`src/rtl/read_string_engine_pkg.sv`:
```
// read_string_engine_pkg
//   Shared definitions for the read_string syscall engine: FSM state
//   encoding and the character constants used for termination.
//   No ports.
package read_string_engine_pkg;

  typedef enum logic [2:0] {
    ST_IDLE    = 3'd0,
    ST_COLLECT = 3'd1,
    ST_TERM    = 3'd2,
    ST_FLUSH   = 3'd3,
    ST_DONE    = 3'd4
  } state_t;

  localparam logic [7:0] CHAR_NEWLINE = 8'h0A;
  localparam logic [7:0] CHAR_NUL     = 8'h00;

endpackage

```
`src/rtl/read_string_engine_if.sv`:
```
// read_string_engine_if
//   Bundles the syscall request, character stream, memory write port and
//   status outputs of read_string_engine.
//   master : requester side (drives start/base_addr/max_len/char_*).
//   slave  : engine side (drives char_ready, mem_*, busy, done,
//            char_count, echo_*).
interface read_string_engine_if;

  logic        start;
  logic [31:0] base_addr;
  logic [31:0] max_len;
  logic        char_valid;
  logic [7:0]  char_data;
  logic        char_ready;
  logic        mem_write;
  logic [31:0] mem_addr;
  logic [31:0] mem_wdata;
  logic        busy;
  logic        done;
  logic [31:0] char_count;
  logic        echo_valid;
  logic [7:0]  echo_data;

  modport master (
    output start, base_addr, max_len, char_valid, char_data,
    input  char_ready, mem_write, mem_addr, mem_wdata, busy, done,
           char_count, echo_valid, echo_data
  );

  modport slave (
    input  start, base_addr, max_len, char_valid, char_data,
    output char_ready, mem_write, mem_addr, mem_wdata, busy, done,
           char_count, echo_valid, echo_data
  );

endinterface

```
`src/rtl/read_string_engine_string_packer.sv`:
```
// string_packer
//   Packs bytes little-endian into a 32-bit word.
//   clk, rst_n : clock, synchronous active-low reset
//   clear      : restart at byte 0 with an empty word
//   push       : store byte_in at the current byte position
//   byte_in    : byte to store (or to preview in word_out)
//   full       : current position is byte 3 (next push completes a word)
//   word_out   : accumulated word with byte_in merged at the current position
module string_packer (
  input  logic        clk,
  input  logic        rst_n,
  input  logic        clear,
  input  logic        push,
  input  logic [7:0]  byte_in,
  output logic        full,
  output logic [31:0] word_out
);

  logic [1:0]  byte_idx;
  logic [31:0] acc;

  // Bytes at and above byte_idx are always zero, so OR-merging is exact.
  assign word_out = acc | ({24'd0, byte_in} << {byte_idx, 3'b000});
  assign full     = (byte_idx == 2'd3);

  always_ff @(posedge clk) begin
    if (!rst_n || clear) begin
      byte_idx <= 2'd0;
      acc      <= 32'd0;
    end else if (push) begin
      byte_idx <= byte_idx + 2'd1;
      acc      <= full ? 32'd0 : word_out;
    end
  end

endmodule

```
`src/rtl/read_string_engine.sv`:
```
// read_string_engine
//   Collects a character stream into a word-addressed buffer, terminating
//   on newline (stored) or when the buffer has room only for the NUL, then
//   writes the NUL-terminated final word.
//   clk   : system clock
//   rst_n : synchronous active-low reset
//   bus   : read_string_engine_if.slave (request, char stream, memory
//           write port, busy/done/char_count, echo)
//   Build option: READ_STRING_ECHO_EN enables the echo_valid/echo_data port;
//   otherwise both are tied to 0.
//
//   state   | meaning
//   IDLE    | waiting for start
//   COLLECT | accepting characters, writing each completed word
//   TERM    | merging NUL into the next byte position
//   FLUSH   | writing the NUL-terminated word
//   DONE    | one-cycle done pulse
module read_string_engine
  import read_string_engine_pkg::*;
(
  input  logic                  clk,
  input  logic                  rst_n,
  read_string_engine_if.slave   bus
);

  state_t      state_q, state_d;
  logic [31:0] base_q, max_len_q, word_idx_q, count_q;
  logic        mem_write_q;
  logic [31:0] mem_addr_q, mem_wdata_q;
  logic        char_ready;
  logic        start_ok, accept, at_limit, last_byte;
  logic        pk_full;
  logic [31:0] pk_word;
  logic [7:0]  pk_byte;

  assign start_ok  = (state_q == ST_IDLE) && bus.start;
  assign accept    = bus.char_valid && char_ready;
  // Only reached in COLLECT, where max_len_q >= 1, so the subtraction is safe.
  assign at_limit  = (count_q == max_len_q - 32'd1);
  assign last_byte = accept && ((bus.char_data == CHAR_NEWLINE) ||
                                (count_q + 32'd1 == max_len_q - 32'd1));
  assign pk_byte   = (state_q == ST_TERM) ? CHAR_NUL : bus.char_data;

  string_packer u_packer (
    .clk      (clk),
    .rst_n    (rst_n),
    .clear    (start_ok),
    .push     (accept),
    .byte_in  (pk_byte),
    .full     (pk_full),
    .word_out (pk_word)
  );

  always_ff @(posedge clk) begin
    if (!rst_n) state_q <= ST_IDLE;
    else        state_q <= state_d;
  end

  always_comb begin
    state_d = state_q;
    case (state_q)
      ST_IDLE:    if (bus.start) state_d = (bus.max_len == 32'd0) ? ST_DONE : ST_COLLECT;
      ST_COLLECT: if (at_limit || last_byte) state_d = ST_TERM;
      ST_TERM:    state_d = ST_FLUSH;
      ST_FLUSH:   state_d = ST_DONE;
      ST_DONE:    state_d = ST_IDLE;
      default:    state_d = ST_IDLE;
    endcase
  end

  always_comb begin
    char_ready = (state_q == ST_COLLECT) && !at_limit;
    bus.busy   = (state_q != ST_IDLE);
    bus.done   = (state_q == ST_DONE);
  end

  assign bus.char_ready = char_ready;
  assign bus.mem_write  = mem_write_q;
  assign bus.mem_addr   = mem_addr_q;
  assign bus.mem_wdata  = mem_wdata_q;
  assign bus.char_count = count_q;

  always_ff @(posedge clk) begin
    if (!rst_n) begin
      base_q      <= 32'd0;
      max_len_q   <= 32'd0;
      word_idx_q  <= 32'd0;
      count_q     <= 32'd0;
      mem_write_q <= 1'b0;
      mem_addr_q  <= 32'd0;
      mem_wdata_q <= 32'd0;
    end else begin
      mem_write_q <= 1'b0;
      if (start_ok) begin
        base_q     <= bus.base_addr;
        max_len_q  <= bus.max_len;
        word_idx_q <= 32'd0;
        count_q    <= 32'd0;
      end
      if (accept) begin
        count_q <= count_q + 32'd1;
        if (pk_full) begin
          mem_write_q <= 1'b1;
          mem_addr_q  <= base_q + word_idx_q;
          mem_wdata_q <= pk_word;
          word_idx_q  <= word_idx_q + 32'd1;
        end
      end
      // A word completed by the terminating byte was written last cycle and
      // word_idx_q has already advanced, so the NUL lands in a fresh word.
      if (state_q == ST_TERM) begin
        mem_write_q <= 1'b1;
        mem_addr_q  <= base_q + word_idx_q;
        mem_wdata_q <= pk_word;
      end
    end
  end

`ifdef READ_STRING_ECHO_EN
  logic       echo_valid_q;
  logic [7:0] echo_data_q;

  always_ff @(posedge clk) begin
    if (!rst_n) begin
      echo_valid_q <= 1'b0;
      echo_data_q  <= 8'd0;
    end else begin
      echo_valid_q <= accept;
      if (accept) echo_data_q <= bus.char_data;
    end
  end

  assign bus.echo_valid = echo_valid_q;
  assign bus.echo_data  = echo_data_q;
`else
  assign bus.echo_valid = 1'b0;
  assign bus.echo_data  = 8'd0;
`endif

endmodule
```
`src/flat_wrapper.sv`:
```
// flat-port wrapper written by rule: the top's interface ports become plain ports
module read_string_engine_flat import read_string_engine_pkg::*;
  (clk, rst_n, bus_start, bus_base_addr, bus_max_len, bus_char_valid, bus_char_data, bus_char_ready, bus_mem_write, bus_mem_addr, bus_mem_wdata, bus_busy, bus_done, bus_char_count, bus_echo_valid, bus_echo_data);
  read_string_engine_if bus_i ();
  input  logic clk;
  input  logic rst_n;
  input wire logic [$bits(bus_i.start)-1:0] bus_start;
  input wire logic [$bits(bus_i.base_addr)-1:0] bus_base_addr;
  input wire logic [$bits(bus_i.max_len)-1:0] bus_max_len;
  input wire logic [$bits(bus_i.char_valid)-1:0] bus_char_valid;
  input wire logic [$bits(bus_i.char_data)-1:0] bus_char_data;
  output wire logic [$bits(bus_i.char_ready)-1:0] bus_char_ready;
  output wire logic [$bits(bus_i.mem_write)-1:0] bus_mem_write;
  output wire logic [$bits(bus_i.mem_addr)-1:0] bus_mem_addr;
  output wire logic [$bits(bus_i.mem_wdata)-1:0] bus_mem_wdata;
  output wire logic [$bits(bus_i.busy)-1:0] bus_busy;
  output wire logic [$bits(bus_i.done)-1:0] bus_done;
  output wire logic [$bits(bus_i.char_count)-1:0] bus_char_count;
  output wire logic [$bits(bus_i.echo_valid)-1:0] bus_echo_valid;
  output wire logic [$bits(bus_i.echo_data)-1:0] bus_echo_data;
  assign bus_i.start = bus_start;
  assign bus_i.base_addr = bus_base_addr;
  assign bus_i.max_len = bus_max_len;
  assign bus_i.char_valid = bus_char_valid;
  assign bus_i.char_data = bus_char_data;
  assign bus_char_ready = bus_i.char_ready;
  assign bus_mem_write = bus_i.mem_write;
  assign bus_mem_addr = bus_i.mem_addr;
  assign bus_mem_wdata = bus_i.mem_wdata;
  assign bus_busy = bus_i.busy;
  assign bus_done = bus_i.done;
  assign bus_char_count = bus_i.char_count;
  assign bus_echo_valid = bus_i.echo_valid;
  assign bus_echo_data = bus_i.echo_data;
  read_string_engine u_core (.clk(clk), .rst_n(rst_n), .bus(bus_i));
endmodule
```
`config.mk`:
```
export PLATFORM = sky130hd
export DESIGN_NAME = read_string_engine_flat
export DESIGN_NICKNAME = d
export VERILOG_FILES = /design/src/rtl/read_string_engine_pkg.sv /design/src/rtl/read_string_engine_if.sv /design/src/rtl/read_string_engine_string_packer.sv /design/src/rtl/read_string_engine.sv /design/src/flat_wrapper.sv
export SDC_FILE = /design/constraint.sdc
export NUM_CORES = 1
export LEC_CHECK = 0
export CAP_MARGIN = 20
export CORE_ASPECT_RATIO = 0.9
export CORE_UTILIZATION = 50
export CTS_CLUSTER_SIZE = 40
export DETAILED_ROUTE_END_ITERATION = 8
export PLACE_DENSITY = 0.73
export SYNTH_ARGS = -nofsm -noshare
export SYNTH_HDL_FRONTEND = slang
export SYNTH_HIERARCHICAL = 1
export SYNTH_SLANG_ARGS = --single-unit
export TNS_END_PERCENT = 5
```
`constraint.sdc`:
```
create_clock -name clk -period 4.75 [get_ports clk]
set_clock_uncertainty 0.05 [all_clocks]
set_input_delay 0.95 -clock clk [delete_from_list [all_inputs] [get_ports clk]]
set_output_delay 0.95 -clock clk [all_outputs]
set_load 0.02 [all_outputs]
```
### Word level (Yosys, flattened, before mapping)

Cells that the tools add are included.

* flip-flop bits (word level): 230
* input bits: 76
* output and inout port bits: 109
* word-level logic and storage cells: 64

* add/subtract/negate cells: 5
* equality and inequality tests: 10
* shifts and indexed selects: 1
* muxes and demuxes: 20
* bitwise operators: 1
* reductions and logical operators: 17

Operators by type and width (number)
* two-way mux 32 bit: 12
* adder 32 x 1 -> 32 bit (second input constant): 2
* == test 32 bit: 2
* adder 32 bit: 1
* logical NOT 32 bit: 1
* OR 32 bit: 1
* left shift 8 x 5 -> 32 bit: 1
* subtractor 32 x 1 -> 32 bit (second input constant): 1
* case mux 3 bit (4 select lines): 1
* two-way mux 3 bit: 3
* == test 8 x 4 -> 1 bit (second input constant): 1
* two-way mux 8 bit: 1
* == test 3 x 2 -> 1 bit (second input constant): 2
* nonzero test 2 bit: 3
* logical AND 1 bit: 4
* AND reduction 2 bit: 2
* == test 3 x 1 -> 1 bit (second input constant): 1
* == test 3 bit (second input constant): 1
* logical NOT 3 bit: 1
* logical OR 1 bit: 3
* two-way mux 1 bit: 3
* nonzero test 3 bit: 1
* adder 2 x 1 -> 2 bit (second input constant): 1
* == test 2 bit (second input constant): 1
* 3 further kinds: 4

### Longest topological paths before layout

* depth in word-level cells: 9
* depth in mapped cells: 16
* gate-level depth less buffers: 13

### Hierarchy

The synthesis kept the hierarchy.

By module, submodules not included
* read_string_engine: times used 1, cells each 1506, area each 12194.2 µm², seq. area each 3923.8 µm²
* string_packer: times used 1, cells each 195, area each 1893.1 µm², seq. area each 680.7 µm²

### Worst setup path before layout

No wires, ideal clock.

* path type: reg2out
* start: register u_core.max_len_q[0]
* end: output port bus_char_ready
* arrival time: 2.696 ns
* required time: 3.750 ns
* path slack: 1.054 ns
* stages on the path, launching flop included: 11
* buffers on the path: 1
* path through: dfxtp_1 > inv_1 > ha_1 > or4b_1 > or2_2 > clkbuf_1 > or4_1 > o211ai_1 > nor4_1 > and4_1 > a21boi_2

* cells in the longest elaborated chain, start to end: 4

Ends and longest elaborated chain
* start, declared: line read_string_engine.sv:27 `logic [31:0] base_q, max_len_q, word_idx_q, count_q;`
* start signal, assigned: line read_string_engine.sv:96 `max_len_q <= bus.max_len;`
* subtractor 32 x 1 -> 32 bit: line read_string_engine.sv:39 `assign at_limit = (count_q == max_len_q - 32'd1);`
* == test 32 bit: line read_string_engine.sv:39
* logical NOT 1 bit: line read_string_engine.sv:72 `char_ready = (state_q == ST_COLLECT) && !at_limit;`
* logical AND 1 bit: line read_string_engine.sv:72
* end, declared: line flat_wrapper.sv:12 `output wire logic [$bits(bus_i.char_ready)-1:0] bus_char_ready;`

No other way between the ends.

### Final worst setup path

Same ends and word-level chain as after synthesis.

==> reports/results.tsv <==
stage	metric	value	unit
cts	Root Driver	clkbuf_16	
floorplanning	total die area	28900	um2
cells_and_area	total area of multi-input combinational cells	8650	um2
cells_and_area	growth of design area from synthesis to finish	21.2	%
routing	final wirelength	43500	um
placement	Buffers on Ports	175	
worst_setup_path	Critical Setup Path Class	register to output pin	
cells_and_area	number of fill cells	2391	
logic_synthesis	cell area after technology mapping	14100	um2
global_routing	largest net degree at the start of global routing	108	
placement	number of instances in the placed design	2165	
sta	achievable clock frequency	215	MHz
global_routing	GRT Residual Overflow	0	
worst_setup_path	largest fanout on the critical path	9	
placement	Final Wtd Congestion	0.964	
routing	via-per-instance ratio	5.93	
floorplanning	Die Ht	161	um
cts	clock net sink count	230	
sta	total negative setup slack	0	ps
cells_and_area	FF+latch area	4600	um2
cts	number of CTS-inserted buffers	26	
routing	initial DRC count	943	
cells_and_area	most frequent cells in the layout	230 x dfxtp_1, 220 x nand2_1, 173 x clkdlybuf4s50_1	
logic_synthesis	fraction of the mapped netlist area in adder cells	3.25	%
logic_synthesis	synthesized instance count	1701	
global_routing	antenna violations before repair	0	
logic_synthesis	fraction of the mapped netlist area in compound gates	19.8	%
routing	number of remaining DRC errors	0	
floorplanning	initial cell density of the core	51.6	%
sta	minimum period implied by the final worst setup slack	4650	ps
status	outcome	finished, final reports clean	
floorplanning	row count	57	
worst_setup_path	required time at the endpoint of the critical path	3750	ps
cts	post-CTS setup buffer count	0	
logic_synthesis	Post-synth EDFFs	0	
sta	worst-case headroom to the max-slew limit	20.5	%
power	Worst VDD drop	276	uV
sta	Finish-stage setup viols	0	
logic_synthesis	basic-gate share of the synthesized area counting and, or, nand and nor cells	25.4	%
power	Power Dens Cells	325	nW/um2
logic_synthesis	synth unique cells	80	
worst_setup_path	reg-to-reg startpoint	u_core/max_len_q[0]$_SDFFE_PN0P_	
routing	Routed wire per std cell	19.7	um
placement	HPWL after DPL	32400	um
routing	total via count in the routed design	13118	
routing	first-pass iteration count of the detailed router	5	
cells_and_area	Inserted Diodes	0	
cts	TritonCTS clock tree	done	
logic_synthesis	portion of netlist area occupied by mux cells	5.60	%
floorplanning	width of the die	179	um
logic_synthesis	sequential-to-total area share from yosys stat	32.7	%
global_routing	vias in the first global route	12079	
worst_setup_path	source of the critical timing path	u_core/max_len_q[0]$_SDFFE_PN0P_	
logic_synthesis	register bit count reported by yosys	230	
logic_synthesis	Avg Synthesized Cell Area	8.28	um2
cts	clock transition at the registers of the reported paths	60	ps
logic_synthesis	largest family of logic cells by synthesized area	simple AND/OR/NAND/NOR gates	
sta	max-slew violation count	0	
run	maxcap violations	0	
routing	Post-DRT Antenna Nets	0	
worst_setup_path	endpoint arrival time on the critical path	3650	ps
worst_setup_path	sort of element at the start of the critical path	register	
logic_synthesis	fraction of synthesis flops using an asynchronous set or reset pin	0	%
cells_and_area	leading cell type in the layout, fill and taps excluded	dfxtp_1	
logic_synthesis	Synth Area in XOR/XNOR	6.69	%
cts	clock insertion delay at the later pin of the skew report	560	ps
sta	actual transition at the worst max-transition pin	1180	ps
cells_and_area	final net count	1951	
global_routing	wire length of the first global-routing pass	67600	um
logic_synthesis	commonest register cell after synthesis	dfxtp_1	
cells_and_area	share of final-layout standard cells stronger than drive strength 1	8.24	%
floorplanning	core region area	27300	um2
logic_synthesis	Ys Warns	6	
sta	final hold violation count	0	
cts	maximum level of the CTS H-tree	1	
worst_setup_path	crit end category	output pin	
cells_and_area	count of non-filler cells in the finished layout	2211	
power	LEAKAGE	6.82	nW
sta	post-route fraction of the period consumed by the critical path	97.9	%
cts	Max clock buf depth	3	
global_routing	GR Util All Layers	29.6	%
floorplanning	number of top-level pins	185	
cts	hold-fix buffers at CTS	0	
worst_hold_path	start point of the worst hold path	u_core/u_packer/acc[7]$_SDFFE_PP0P_	
worst_hold_path	Tightest Hold Check Type	register to register	
final timing paths:
path,depth (start not counted),slack (ps),endpoint
max,11,100,bus_char_ready
min,2,410,u_core/u_packer/acc[7]$_SDFFE_PP0P_
max reg2reg,15,740,u_core/state_q[0]$_SDFFE_PN0P_
min reg2reg,2,410,u_core/u_packer/acc[7]$_SDFFE_PP0P_
timing repair:
item	4_1_cts	5_1_grt
cloned	0	0
setup endpoints to repair	1	1
resized for setup	5	8
worst max-delay path, cell delays in order, from the launching register on:
cell	delay, ps
dfxtp_1	340
inv_1	60
ha_1	190
or4b_4	510
buf_4	180
or2_2	370
or4_1	500
o211ai_1	100
nor4_1	80
and4_4	260
a21boi_4	210
clkdlybuf4s15_2	290
layer usage:
layer  up-vias  global-route usage, %  wire length, um
li1       6366                      -                -
met5         -                      0                0
met2       414                   44.6            19000
met3        68                   5.91             3390
met4         0                   7.90             1130
met1      6270                   42.7            20000
synthesized netlist by cell type, types with 9 or more instances:
master,number,area [um2]
nor4_1,35,219
a21boi_0,65,488
a21o_1,43,323
buf_6,12,135
a41oi_1,14,123
and2_1,12,75.1
xor2_1,28,245
nor3_1,39,195
nand4bb_1,9,101
nor2b_1,84,526
and3_1,27,169
clkbuf_1,73,274
inv_1,54,203
nand3_1,42,210
o21a_1,10,75.1
nand2_1,221,830
nand4_1,33,206
or3_1,19,119
nor2_1,59,221
a21oi_1,88,440
dfxtp_1,230,4600
buf_4,22,165
mux2i_1,71,711
ha_1,35,438
buf_2,18,90.1
or4_1,9,67.6
a31oi_1,39,244
xnor2_1,69,604
a211oi_2,14,175
and4_1,11,96.3
o21ai_0,39,195
nand4b_1,19,166
a211oi_1,16,120
nand2b_1,22,138
flip-flops by register name, indices dropped and copies added, names as in the netlist:
register / flops
u_core/base_q: 32
u_core/bus.char_count: 32
u_core/bus.mem_addr: 32
u_core/bus.mem_wdata: 32
u_core/max_len_q: 32
u_core/u_packer/acc: 32
u_core/word_idx_q: 32
u_core/state_q: 3
u_core/u_packer/byte_idx: 2
u_core/bus.mem_write: 1
final cells by class:
class                      instances  share of cell area (%)
timing repair buffer             237                    13.5
clock inverter                     5                   0.440
inverter                          54                    1.19
clock buffer                      41                    4.67
tap                              354                    2.59
sequential                       230                    27.0
multi-input combinational       1290                    50.7
logic make-up (layout without fill, tap and decap cells):
group                    Yosys count  count (layout)
AO/OA/AOI/OAI                    397             397
XOR/XNOR                         101             101
other                              1               9
adder cells (fa/ha/maj)           36              36
AND/OR/NAND/NOR                  669             669
buffers and inverters            189             337
flip-flops                       230             230
multiplexers                      78              78
power breakdown:
group	switching (W)	internal, W	leakage [nW]
logic	0.000824	0.000596	4.53
clock network	0.000833	0.00120	0.429
registers	0.0000792	0.00201	1.86
stage by stage:
stage | setup WS [ps] | utilization [%] | area (um2) | hold WS, ps | total power (W)
floorplan | 1050 | - | 14100 | 381 | 0.00304
global placement | 256 | 59.2 | 16200 | 393 | 0.00351
detailed placement | 209 | 59.2 | 16200 | 398 | 0.00351
CTS | 19.9 | 62.4 | 17000 | 410 | 0.00555
global route | -2.98 | 62.5 | 17100 | 428 | 0.00578
finish | 99.1 | 62.5 | 17100 | 411 | 0.00554
Note: power is estimated with default switching activity, not from simulation.
